===== src/rtl/bpdir_update_queue.sv =====
// Update queue between the M-stage branch resolver and the gshare PHT.
// Buffers counter writes and drains them only when Fetch leaves the port idle.
module bpdir_update_queue #(
    parameter int k     = 10,
    parameter int DEPTH = 4,
    parameter int DROPW = 8
) (
    input  logic             clk,
    input  logic             reset,
    input  logic             PushValidM,
    input  logic [k-1:0]     PushIndexM,
    input  logic [1:0]       PushDataM,
    input  logic             ReadReqF,
    input  logic [k-1:0]     ReadIndexF,
    output logic             PHTWe,
    output logic [k-1:0]     PHTWa,
    output logic [1:0]       PHTWd,
    output logic             FwdHitF,
    output logic [1:0]       FwdDataF,
    output logic             Full,
    output logic             Empty,
    output logic [DROPW-1:0] DropCount
);

    localparam int PW = $clog2(DEPTH);
    localparam logic [PW:0] DepthC = (PW+1)'(DEPTH);

    logic [DEPTH-1:0] validQ;
    logic [k-1:0]     indexQ [DEPTH];
    logic [1:0]       dataQ  [DEPTH];
    logic [PW-1:0]    headPtr;
    logic [PW-1:0]    tailPtr;
    logic [PW:0]      countQ;
    logic             pop;
    logic             accept;
    logic [PW-1:0]    slot;

    assign Full   = (countQ == DepthC);
    assign Empty  = (countQ == '0);
    assign pop    = ~Empty & ~ReadReqF;
    assign accept = PushValidM & (~Full | pop);

    assign PHTWe = pop;
    assign PHTWa = Empty ? '0 : indexQ[headPtr];
    assign PHTWd = Empty ? '0 : dataQ[headPtr];

    // Scan oldest to youngest so the last match (youngest) wins.
    always_comb begin
        FwdHitF  = 1'b0;
        FwdDataF = 2'b00;
        slot     = '0;
        for (int i = 0; i < DEPTH; i++) begin
            slot = headPtr + PW'(i);
            if (validQ[slot] && (indexQ[slot] == ReadIndexF)) begin
                FwdHitF  = 1'b1;
                FwdDataF = dataQ[slot];
            end
        end
    end

    // Queue storage, pointers and occupancy.
    always_ff @(posedge clk or negedge reset) begin
        if (!reset) begin
            validQ  <= '0;
            headPtr <= '0;
            tailPtr <= '0;
            countQ  <= '0;
            for (int i = 0; i < DEPTH; i++) begin
                indexQ[i] <= '0;
                dataQ[i]  <= '0;
            end
        end else begin
            if (pop) begin
                validQ[headPtr] <= 1'b0;
                headPtr         <= headPtr + 1'b1;
            end
            // When full, tail equals head; the new entry's valid bit wins.
            if (accept) begin
                validQ[tailPtr] <= 1'b1;
                indexQ[tailPtr] <= PushIndexM;
                dataQ[tailPtr]  <= PushDataM;
                tailPtr         <= tailPtr + 1'b1;
            end
            if (accept && !pop) begin
                countQ <= countQ + 1'b1;
            end else if (pop && !accept) begin
                countQ <= countQ - 1'b1;
            end
        end
    end

    // Saturating count of pushes lost to a full, undrained queue.
    always_ff @(posedge clk or negedge reset) begin
        if (!reset) begin
            DropCount <= '0;
        end else if (PushValidM && Full && !pop && (DropCount != '1)) begin
            DropCount <= DropCount + 1'b1;
        end
    end

endmodule


===== config.mk =====
export PLATFORM = sky130hd
export DESIGN_NAME = bpdir_update_queue
export DESIGN_NICKNAME = d
export VERILOG_FILES = /design/src/rtl/bpdir_update_queue.sv
export SDC_FILE = /design/constraint.sdc
export NUM_CORES = 1
export LEC_CHECK = 0
export CORE_ASPECT_RATIO = 0.6
export CORE_MARGIN = 1.5
export CORE_UTILIZATION = 58
export CTS_CLUSTER_DIAMETER = 30
export DETAILED_ROUTE_END_ITERATION = 12
export GPL_ROUTABILITY_DRIVEN = 1
export PLACE_DENSITY = 0.81
export SETUP_SLACK_MARGIN = 0.4
export SYNTH_ARGS = -nofsm -noshare
export SYNTH_HDL_FRONTEND = slang
export SYNTH_SLANG_ARGS = --single-unit

===== constraint.sdc =====
create_clock -name clk -period 5.56 [get_ports clk]
set_input_delay 1.112 -clock clk [delete_from_list [all_inputs] [get_ports clk]]
set_output_delay 1.112 -clock clk [all_outputs]
set_load 0.02 [all_outputs]

# Yosys cells after proc, flatten, opt, wreduce, memory -nomap -nowiden

Cells that the tools add are included.

Register bits: 67
Bits of input ports: 26
Output and inout port bits: 26

Add/sub/neg operators: 7
Magnitude comparators: 13
Equal/unequal tests: 6
Multiplexer cells: 56
Bitwise logic cells: 14
Reduce and logical (&&, ||, !) cells: 16

Operator list:

| kind                  | number |
|---|---|
| $mux W10              | 10 |
| $bmux W10 S2          | 4 |
| $bwmux W40            | 1 |
| $eq A10 B10 Y1        | 4 |
| $mux W2               | 14 |
| $demux W10 S2         | 1 |
| $bmux W2 S2           | 4 |
| $ge A3 B3 Y1 const B  | 5 |
| $lt A2 B3 Y1 const B  | 5 |
| $not A2 Y3            | 5 |
| $logic_and A1 B1 Y1   | 12 |
| $mux W1               | 10 |
| $add A8 B1 Y8 const B | 1 |
| $bmux W1 S2           | 4 |
| $bwmux W8             | 1 |
| $mux W4               | 2 |
| $ne A8 B8 Y1 const B  | 1 |
| $mux W3               | 2 |
| $add A2 B1 Y2 const B | 2 |
| $add A2 B2 Y2 const B | 2 |
| $and A4 B4 Y4         | 1 |
| $demux W1 S2          | 2 |
| $demux W2 S2          | 1 |
| $ge A2 B1 Y1 const B  | 2 |
| other kinds (12)      | 16 |

# Longest topological paths before layout

Gate-level depths: netlist of run 1.

Word-level depth: 10
Gate-level depth with buffers: 16
Depth with buffers taken out: 9

# Least setup slack after synthesis of run 1

OpenSTA, ideal clock, no wires.

Kind: reg2out
Start: register headPtr[0]
End: output port FwdDataF[0]
Arrival: 3.619 ns
Data required time: 4.448 ns
Path slack: 0.829 ns
Stages on the path, launching flop included: 16
Buffers on the path: 7
Cells stage by stage: dfrtp_1 buf_6 buf_6 buf_6 clkinv_1 buf_1 ha_1 buf_2 buf_4 clkbuf_1 mux4_2 xnor2_1 nand4_1 nor3_1 a21oi_1 a21oi_1

Elaborated cells on any way between the ends: 51

RTL lines:

| what                                         | RTL line | text |
|---|---|---|
| from (decl)                                  | 31       | `logic [PW-1:0] headPtr;` |
| from (signal assigned)                       | 75       | `headPtr <= headPtr + 1'b1;` |
| $add A2 B2 Y2 (*)                            | 53       | `slot = headPtr + PW'(i);` |
| net slot[0]                                  | 36       | `logic [PW-1:0] slot;` |
| $not A2 Y3 (not written as such)             | 54, 56   |  |
| $bmux W10 S2                                 | 54       | `if (validQ[slot] && (indexQ[slot] == ReadIndexF)) begin` |
| $mux W10 (not written as such) (2 in series) | 54       |  |
| $eq A10 B10 Y1                               | 54       |  |
| $logic_and A1 B1 Y1                          | 54       |  |
| $mux W2 (*)                                  | 54       |  |
| to (decl)                                    | 19       | `output logic [1:0] FwdDataF,` |

Mark *: on every way through the listed nets, which the timed path passes. The rest lies on a longest branch. The select of a mux whose other input is x is not followed.

# Final worst setup path of run 1

Start: input port ReadIndexF[8]
End: output port FwdDataF[1]

Longest elaborated chain between the ends: 6
Elaborated cells on any way between the ends: 12

Ends and longest elaborated chain:

| what                  | RTL line | text |
|---|---|---|
| from (decl)           | 14       | `input logic [k-1:0] ReadIndexF,` |
| $eq A10 B10 Y1        | 54       |  |
| $logic_and A1 B1 Y1   | 54       |  |
| $mux W2 (3 in series) | 54       |  |
| $mux W2 (*)           | 54       |  |

Every way passes the cells marked *; elsewhere a longest branch is shown, timed or not.

==> results of run 1 <==
==> cell families after synthesis <==
family | count (synthesis) | synth area share [%]
flip-flops | 67 | 33.83
AND/OR/NAND/NOR | 83 | 8.811
adder cells (fa/ha/maj) | 11 | 2.929
AO/OA/AOI/OAI | 47 | 7.347
multiplexers | 114 | 32.54
buffers and inverters | 38 | 3.938
XOR/XNOR | 60 | 10.60
==> final timing paths <==
check / startpoint / endpoint / slack [ns] / cells after the start
max in group asynchronous: reset / headPtr[0] / 3.93 / 2
worst min-delay path: countQ[2] / countQ[2] / 0.51 / 1
worst min register to register: countQ[2] / countQ[2] / 0.51 / 1
min in group asynchronous: reset / dataQ[0] / 0.95 / 2
worst max-delay path: ReadIndexF[8] / FwdDataF[1] / 0.54 / 8
worst max register to register: countQ[0] / countQ[1] / 3.07 / 8
==> worst reg2reg max path, cell delays in order, from the launching register on <==
cell and delay (ns):
sky130_fd_sc_hd__dfrtp_1 0.45, sky130_fd_sc_hd__nor3_2 0.07, sky130_fd_sc_hd__buf_4 0.21, sky130_fd_sc_hd__nor2_1 0.52, sky130_fd_sc_hd__inv_1 0.11, sky130_fd_sc_hd__ha_1 0.25
sky130_fd_sc_hd__inv_1 0.07, sky130_fd_sc_hd__fa_1 0.41, sky130_fd_sc_hd__mux2_2 0.27
==> per-layer routing <==
layer	vias to the layer above	GRT usage [%]	part of all wire, %
li1	1642	-	-
met1	1925	45.64	45
met2	197	46.12	44
met3	16	7.745	8.9
met4	0	7.623	1.4
met5	-	0	0
==> cells in the mapped netlist (4+ instances only) <==
library cell	number	area share (%)
sky130_fd_sc_hd__nor2b_1	9	1.1
sky130_fd_sc_hd__a21oi_1	7	0.71
sky130_fd_sc_hd__and2_1	4	0.50
sky130_fd_sc_hd__buf_1	8	0.61
sky130_fd_sc_hd__nand2_1	30	2.3
sky130_fd_sc_hd__nor3_1	4	0.40
sky130_fd_sc_hd__ha_1	10	2.5
sky130_fd_sc_hd__buf_4	4	0.61
sky130_fd_sc_hd__a2111oi_0	4	0.71
sky130_fd_sc_hd__inv_1	6	0.45
sky130_fd_sc_hd__nor4_1	4	0.50
sky130_fd_sc_hd__mux2_2	51	12
sky130_fd_sc_hd__mux4_2	30	14
sky130_fd_sc_hd__nand3_1	11	1.1
sky130_fd_sc_hd__buf_2	6	0.61
sky130_fd_sc_hd__a211oi_1	8	1.2
sky130_fd_sc_hd__mux2i_1	31	6.3
sky130_fd_sc_hd__dfrtp_1	67	34
sky130_fd_sc_hd__clkbuf_1	9	0.68
sky130_fd_sc_hd__and3_1	5	0.63
sky130_fd_sc_hd__xor2_1	13	2.3
sky130_fd_sc_hd__o21ai_0	5	0.50
sky130_fd_sc_hd__xnor2_1	47	8.3
sky130_fd_sc_hd__nor2_1	6	0.45
sky130_fd_sc_hd__buf_6	4	0.91
==> power breakdown <==
| group | switching [mW] | total, mW | internal [mW] | leakage [nW] |
|---|---|---|---|---|
| Clock | 0.217 | 0.590 | 0.373 | 0.146 |
| Combinational | 1.36 | 2.76 | 1.40 | 1.39 |
| Sequential | 0.311 | 1.03 | 0.723 | 0.803 |
==> cell type report <==
class                           count  area (sq um)
Clock inverter                      3         46.29
Tap cell                          108         135.1
Timing Repair Buffer               57         569.3
Fill cell                         564          2243
Clock buffer                       13         260.3
Multi-Input combinational cell    315          3110
Inverter                            7         26.28
Sequential cell                    67          1679
==> registers in the layout, summed over array words and instances, names as in the netlist <==
register   flops
DropCount      8
indexQ        40
countQ         3
validQ         4
dataQ          8
headPtr        2
tailPtr        2
==> metrics by stage <==
step / total power [mW] / setup WS, ns / area, sq um / util (%) / instances
2_1_floorplan: 2.961 / 0.8291 / 4956 / - / 420
3_3_place_gp: 3.626 / 0.5941 / 5493 / 68.06 / 554
3_5_place_dp: 3.692 / 0.5368 / 5493 / 68.06 / 554
4_1_cts: 4.311 / 0.4311 / 5799 / 71.86 / 570
5_1_grt: 4.625 / 0.4513 / 5827 / 72.20 / 570
6_report: 4.386 / 0.5434 / 5827 / 72.20 / 570
==> flow_results.org, run 1 <==
** Run status
- The run finished with clean final reports.

** Clock network
- Clock tree from TritonCTS :: built
- Gates resized during post-CTS repair numbered 0.
- CTS root buffer :: sky130_fd_sc_hd__clkbuf_16
- Buffers inserted during clock tree synthesis total 9.
- Clock input transition at the sequential cells of the worst setup and hold paths :: 0.06 ns
- The H-tree was split into 3 levels.
- No sink is reached through more buffers than the 2 on the longest clock path.
- Skew-Pair Late Insertion Delay :: 0.34 ns
- Number of buffers added to fix hold violations after cts :: 0
- Clock Sink Count :: 67
- In this run the post-CTS setup repair buffer count came out at 0.

** Routing
- Average vias per placed instance :: 6.632
- Drt wl/cell :: 22.92 um
- Number of nets with antenna violations after detailed routing :: 0
- Number of remaining DRC errors :: 0
- Number of design-rule violations left by the first detailed-router iteration :: 305
- Router iterations before antenna repair :: 5
- Via count :: 3780
- Post-detailed-routing wire length :: 13070 um

** Floorplan
- Die H :: 74.60 um
- Die extent in x :: 122.3 um
- The floorplan step defined a die boundary enclosing 9126 sq um.
- Pin placement for this block handled 52 I/O pins.
- Number of cell rows :: 25
- Core outline area :: 8070 sq um
- For this configuration, the core starts out at a cell density of 61.41%.

** Setup path
- Kind of end point of the critical path :: primary output
- Data on the critical path is required at its endpoint by 4.45 ns.
- Kind of start point of the critical path :: input port
- Delay contributed by the slowest stage of the critical path :: 0.67 ns
- Among all stages on the critical path, the largest delay is contributed by sky130_fd_sc_hd__clkdlybuf4s50_1.
- Together, buffers and inverters on the worst path number 2.
- Critical path class :: input port to primary output
- Family with the most delay on the worst path :: buffers and inverters
- Maximum fanout count along the critical path :: 9
- Sequence of cells on the critical path :: clkdlybuf4s50_1 > xnor2_1 > a2111oi_0 > a21oi_1 > nor4_4 > a21oi_1 > a21oi_1 > clkdlybuf4s50_1
- Cell repeated most along the worst path :: sky130_fd_sc_hd__a21oi_1
- For the worst setup path, the data arrival time is 3.90 ns.

** Logic synthesis
- Number of different library cells in the post-synthesis netlist :: 51
- After synthesis, flip-flops and latches occupy 33.83% of the total area.
- Counting flops with a built-in enable in the synthesized netlist gives 0.
- Synthesized area :: 4956 sq um
- Among all flip-flop cells after synthesis, the most frequent one is sky130_fd_sc_hd__dfrtp_1.
- Number of storage elements in the synthesis netlist :: 67
- Number of warnings printed during yosys synthesis :: 0
- Mean post-synth cell area :: 11.80 sq um
- In the synthesized netlist, the number of instances is 420.
- Mapped Nets :: 457
- Post-synth ARST share :: 100.0%

** Timing
- Tightest slew margin relative to the limit :: 40.18%
- Clock period minus worst slack :: 5.017 ns
- Setup violations remaining at the end of the flow were counted as 0.
- Transition time of the tightest slew-check pin :: 0.8973 ns
- Summed over all failing endpoints, the final setup total negative slack is 0 ns.
- Hold timing on the final database bottoms out at a slack of 0.5075 ns.
- Count of final hold-check violations :: 0
- In the finished design, the share of the clock period the worst path needs comes to 90.23%.
- The number of pins with negative max-slew slack in the final report came to 0.
- Unrepaired setup endpoints after global routing :: no
- For this run, the top clock speed supported by timing is 199.3 MHz.
- Across the routed clock network, the largest skew measured is 0.003687 ns.

** Layout
- After the last flow step, the layout net total stands at 494.
- Area growth from synthesis to final layout :: 17.57%
- In the final layout, the share of cells above drive strength 1 is 24.24%.
- The library cells used most frequently in the layout, excluding fill and tap cells, are 65 x sky130_fd_sc_hd__dfrtp_1, 51 x sky130_fd_sc_hd__mux2_2, 49 x sky130_fd_sc_hd__clkdlybuf4s50_1, 46 x sky130_fd_sc_hd__xnor2_1, 31 x sky130_fd_sc_hd__mux2i_1.
- The library cell used most frequently in the layout, excluding fill and tap cells, is sky130_fd_sc_hd__dfrtp_1.
- The number of antenna diodes in the final layout is 0.

** Global routing
- The via count of the first global-routing pass came to 3717.
- Overall global routing resource usage :: 30.90%
- Total grt overflow :: 0
- The first global-routing pass estimated 20620 um of wire.
- Number of antenna violations at the first check in global routing :: 0
- Entering global routing, the biggest net connects 68 pins.

** Power
- Max rail drop VDD :: 0.0007052 V
- In this run the static leakage power is 2.340 nW.
- In this run the power density over the cells is 752.7 nW/um^2.

** Min path
- Hold/Removal Path Class :: register to register

** Place
- Input and output buffers added on the ports amount to 51.
- Routability congestion estimate from global placement :: 0.9484
- Half-perimeter wire length of the detailed placement result :: 8669 um

** Run
- Max_cap viols :: 0
Note: power is estimated with default switching activity, not from simulation.
==> run 2, diff against run 1 <==
Settings changed: CORE_MARGIN 1.5 to 5.
==> run 2 against run 1 <==
  * Worst setup slack got worse by 0.071 ns
  * Critical path depth grew 3
  * Final cell count is 0.88% higher
  * Maximum frequency decreased by 1.4%
  * Sequential power about the same
  * Wire length is 1.8% lower
  * Count of clock-buffer cells in the layout is 4 lower
  * Worst hold slack got worse by 0.0080 ns
  * Critical path type is now register to primary output
  * Largest power group unchanged
  * Highest routed layer unchanged
==> flow_results.org, run 2 (same netlist as run 1, synthesis figures left out) <==
** Run status
- The flow ran to the end, and the final reports show no timing, DRC or antenna violations.

** Timing
- Final-layout setup total negative slack :: 0 ns (unchanged)
- Worst setup slack after layout :: 0.4719 ns (-0.07148 ns)
- The pin slew with the least headroom to its limit was 0.8491 ns (-0.04815 ns).
- The total setup violations reported at the end of the flow was 0 (unchanged).
- Hold slack final :: 0.4995 ns (-0.007952 ns)
- Fraction of the cycle the final worst path needs :: 91.51% (+1.3 points)
- Setup repair after global routing could not meet its margin everywhere.
- Max Clock Skew :: 0.007676 ns (+0.003989 ns)
- Fin. max-slew vios :: 0 (unchanged)
- Count of final hold-check violations :: 0 (unchanged)
- The final period demand of the worst path was 5.088 ns (+0.07148 ns).
- Tightest slew margin relative to the limit :: 43.39% (+3.2 points)
- Fmax :: 196.5 MHz (-1.4%)

** Floorplan
- Die H :: 81.60 um (+9.4%)
- The core region area came to 8426 sq um (+4.4%).
- Number of cell rows :: 26 (+4.0%)
- Die extent in x :: 129.3 um (+5.7%)
- The die outline area was 10550 sq um (+16%).
- The count of pins on the block boundary came to 52 (unchanged).
- The initial core utilization was 58.82% (-2.6 points).

** Layout
- In the layout the commonest cells are 65 x sky130_fd_sc_hd__dfrtp_1, 51 x sky130_fd_sc_hd__mux2_2, 47 x sky130_fd_sc_hd__xnor2_1, 47 x sky130_fd_sc_hd__clkdlybuf4s50_1, 31 x sky130_fd_sc_hd__mux2i_1.
- Share of layout cells above drive strength 1 :: 24.41% (+0.16 points)
- Number of nets in the finished design :: 495 (+0.20%)
- Commonest non-fill, non-tap cell in the layout :: sky130_fd_sc_hd__dfrtp_1
- Top reg by flops :: indexQ
- The flip-flop count of the largest register after layout is 40 (unchanged).
- The largest registers in the layout are indexQ (40), DropCount (8), dataQ (8).
- The count of inserted antenna diode cells came to 0 (unchanged).
- Area growth from synthesis to final layout :: 16.71%

** Place
- The number of I/O port buffers is 51 (unchanged).
- The final RePlAce weighted congestion is 0.9917 (+4.6%).
- The pre-CTS setup slack was 0.5030 ns (-0.03382 ns).
- Half-perimeter wire length of the detailed placement result :: 9040 um (+4.3%)

** Global routing
- Pin count of the biggest net entering global routing :: 68 (unchanged)
- The sum of overflow across all layers after global routing came to 0 (unchanged).
- The number of antenna violations at the first check in global routing is 0 (unchanged).
- The overall routing resource usage is 25.22% (-5.7 points).
- The via count of the first global-routing pass is 3633 (-2.3%).
- The global-route wire length before repair was 20040 um (-2.8%).

** Clock network
- The maximum buffer depth of the clock tree came to 2 (unchanged).
- CTS root buffer :: sky130_fd_sc_hd__clkbuf_16
- Clock Sink Count :: 67 (unchanged)
- Number of buffers created by CTS :: 9 (unchanged)
- Skew-Pair Late Insertion Delay :: 0.33 ns (about the same)
- The number of buffers inserted for hold repair after clock tree synthesis came to 0 (unchanged).
- Clock tree from TritonCTS :: built
- The clock input transition at the sequential cells of the worst setup and hold paths was 0.06 ns (about the same).
- The level count of the clock H-tree came to 3 (unchanged).

** Routing
- The via density per instance came to 6.397 (-3.5%).
- The total detailed-routing wirelength was 12840 um (-1.8%).
- Router iterations before antenna repair :: 4 (-1)
- Drt wl/cell :: 22.32 um (-2.6%)
- Via count :: 3678 (-2.7%)
- Number of remaining DRC errors :: 0 (unchanged)
- Number of design-rule violations left by the first detailed-router iteration :: 468 (+53%)
- Number of nets with antenna violations after detailed routing :: 0 (unchanged)

** Setup path
- Maximum fanout count along the critical path :: 34 (+25)
- On the critical path, the stage with the largest delay is an instance of sky130_fd_sc_hd__clkdlybuf4s50_1.
- Delay contributed by the slowest stage of the critical path :: 0.63 ns (-0.04 ns)
- Family with the most delay on the worst path :: buffers and inverters
- The signal on the critical path passes through clkinv_1 > ha_1 > buf_12 > mux4_2 > xor2_1 > nor2_1 > o2111a_1 > nand3_1 > a21o_2 > a21oi_1 > clkdlybuf4s50_1.
- The worst setup path is of the register to primary output kind.
- Worst Path Buf+Inv :: 3 (+1)
- In this run the worst setup path begins at headPtr[0].
- CP Data Arrival Time :: 3.98 ns (+0.08 ns)
- Kind of end point of the critical path :: primary output
- Data required time at the worst endpoint :: 4.45 ns (about the same)
- The startpoint identified for the worst register-to-register timing path is countQ[2].
- The worst setup path is launched from a register.

** Min path
- The startpoint identified for the worst hold timing path is DropCount[7].
- Hold/Removal Path Class :: register to register

** Run
- The max capacitance violation total came to 0 (unchanged).

** Power
- Leakage :: 2.351 nW (+0.47%)
- Power density over the cells :: 738.8 nW/um^2 (-1.8%)
- Max rail drop VDD :: 0.0004515 V (-36%)
- The post-layout total power was 4.274 mW (-2.6%).
run 2: path summary, 6_finish.rpt:
| check | endpoint | slack, ns | cells after the start |
|---|---|---|---|
| min reg2reg | DropCount[7] | 0.50 | 1 |
| min | DropCount[7] | 0.50 | 1 |
| max | FwdDataF[1] | 0.47 | 11 |
| min in group asynchronous | tailPtr[1] | 0.97 | 2 |
| max in group asynchronous | headPtr[0] | 3.97 | 2 |
| max reg2reg | indexQ[27] | 3.09 | 4 |
run 2: what timing repair did:
item	4_1_cts	5_1_grt
setup endpoints to repair	2	2
pin swaps	0	0
buffers inserted	0	0
resized for setup	3	4
run 2: per-stage QoR:
| step | cell area, sq um | utilization (%) | cells |
|---|---|---|---|
| floorplan | 4956 | - | 420 |
| global placement | 5493 | 65.19 | 559 |
| detailed placement | 5493 | 65.19 | 559 |
| CTS | 5772 | 68.50 | 575 |
| global route | 5784 | 68.65 | 575 |
| finish | 5784 | 68.65 | 575 |
run 2: power by group:
group	total, mW	internal [mW]	switching, mW
Clock	0.514	0.299	0.215
Combinational	2.70	1.38	1.32
Sequential	1.06	0.724	0.335
run 2: metal layers:
layer,track usage (%),share of wire (%),vias up
li1,-,-,1637
met1,37.99,46,1830
met2,35.85,42,195
met3,7.602,10,16
met4,5.660,1.0,0
met5,0,0,-
run 2: area by class of cell:
class,count,area (sq um)
clock buffers,9,225.2
repair buffers,58,578.1
clock inverters,7,43.79
multi-input cells,315,3089
flip-flops and latches,67,1682
inverters,7,26.28
well taps,112,140.1
fillers,612,2641
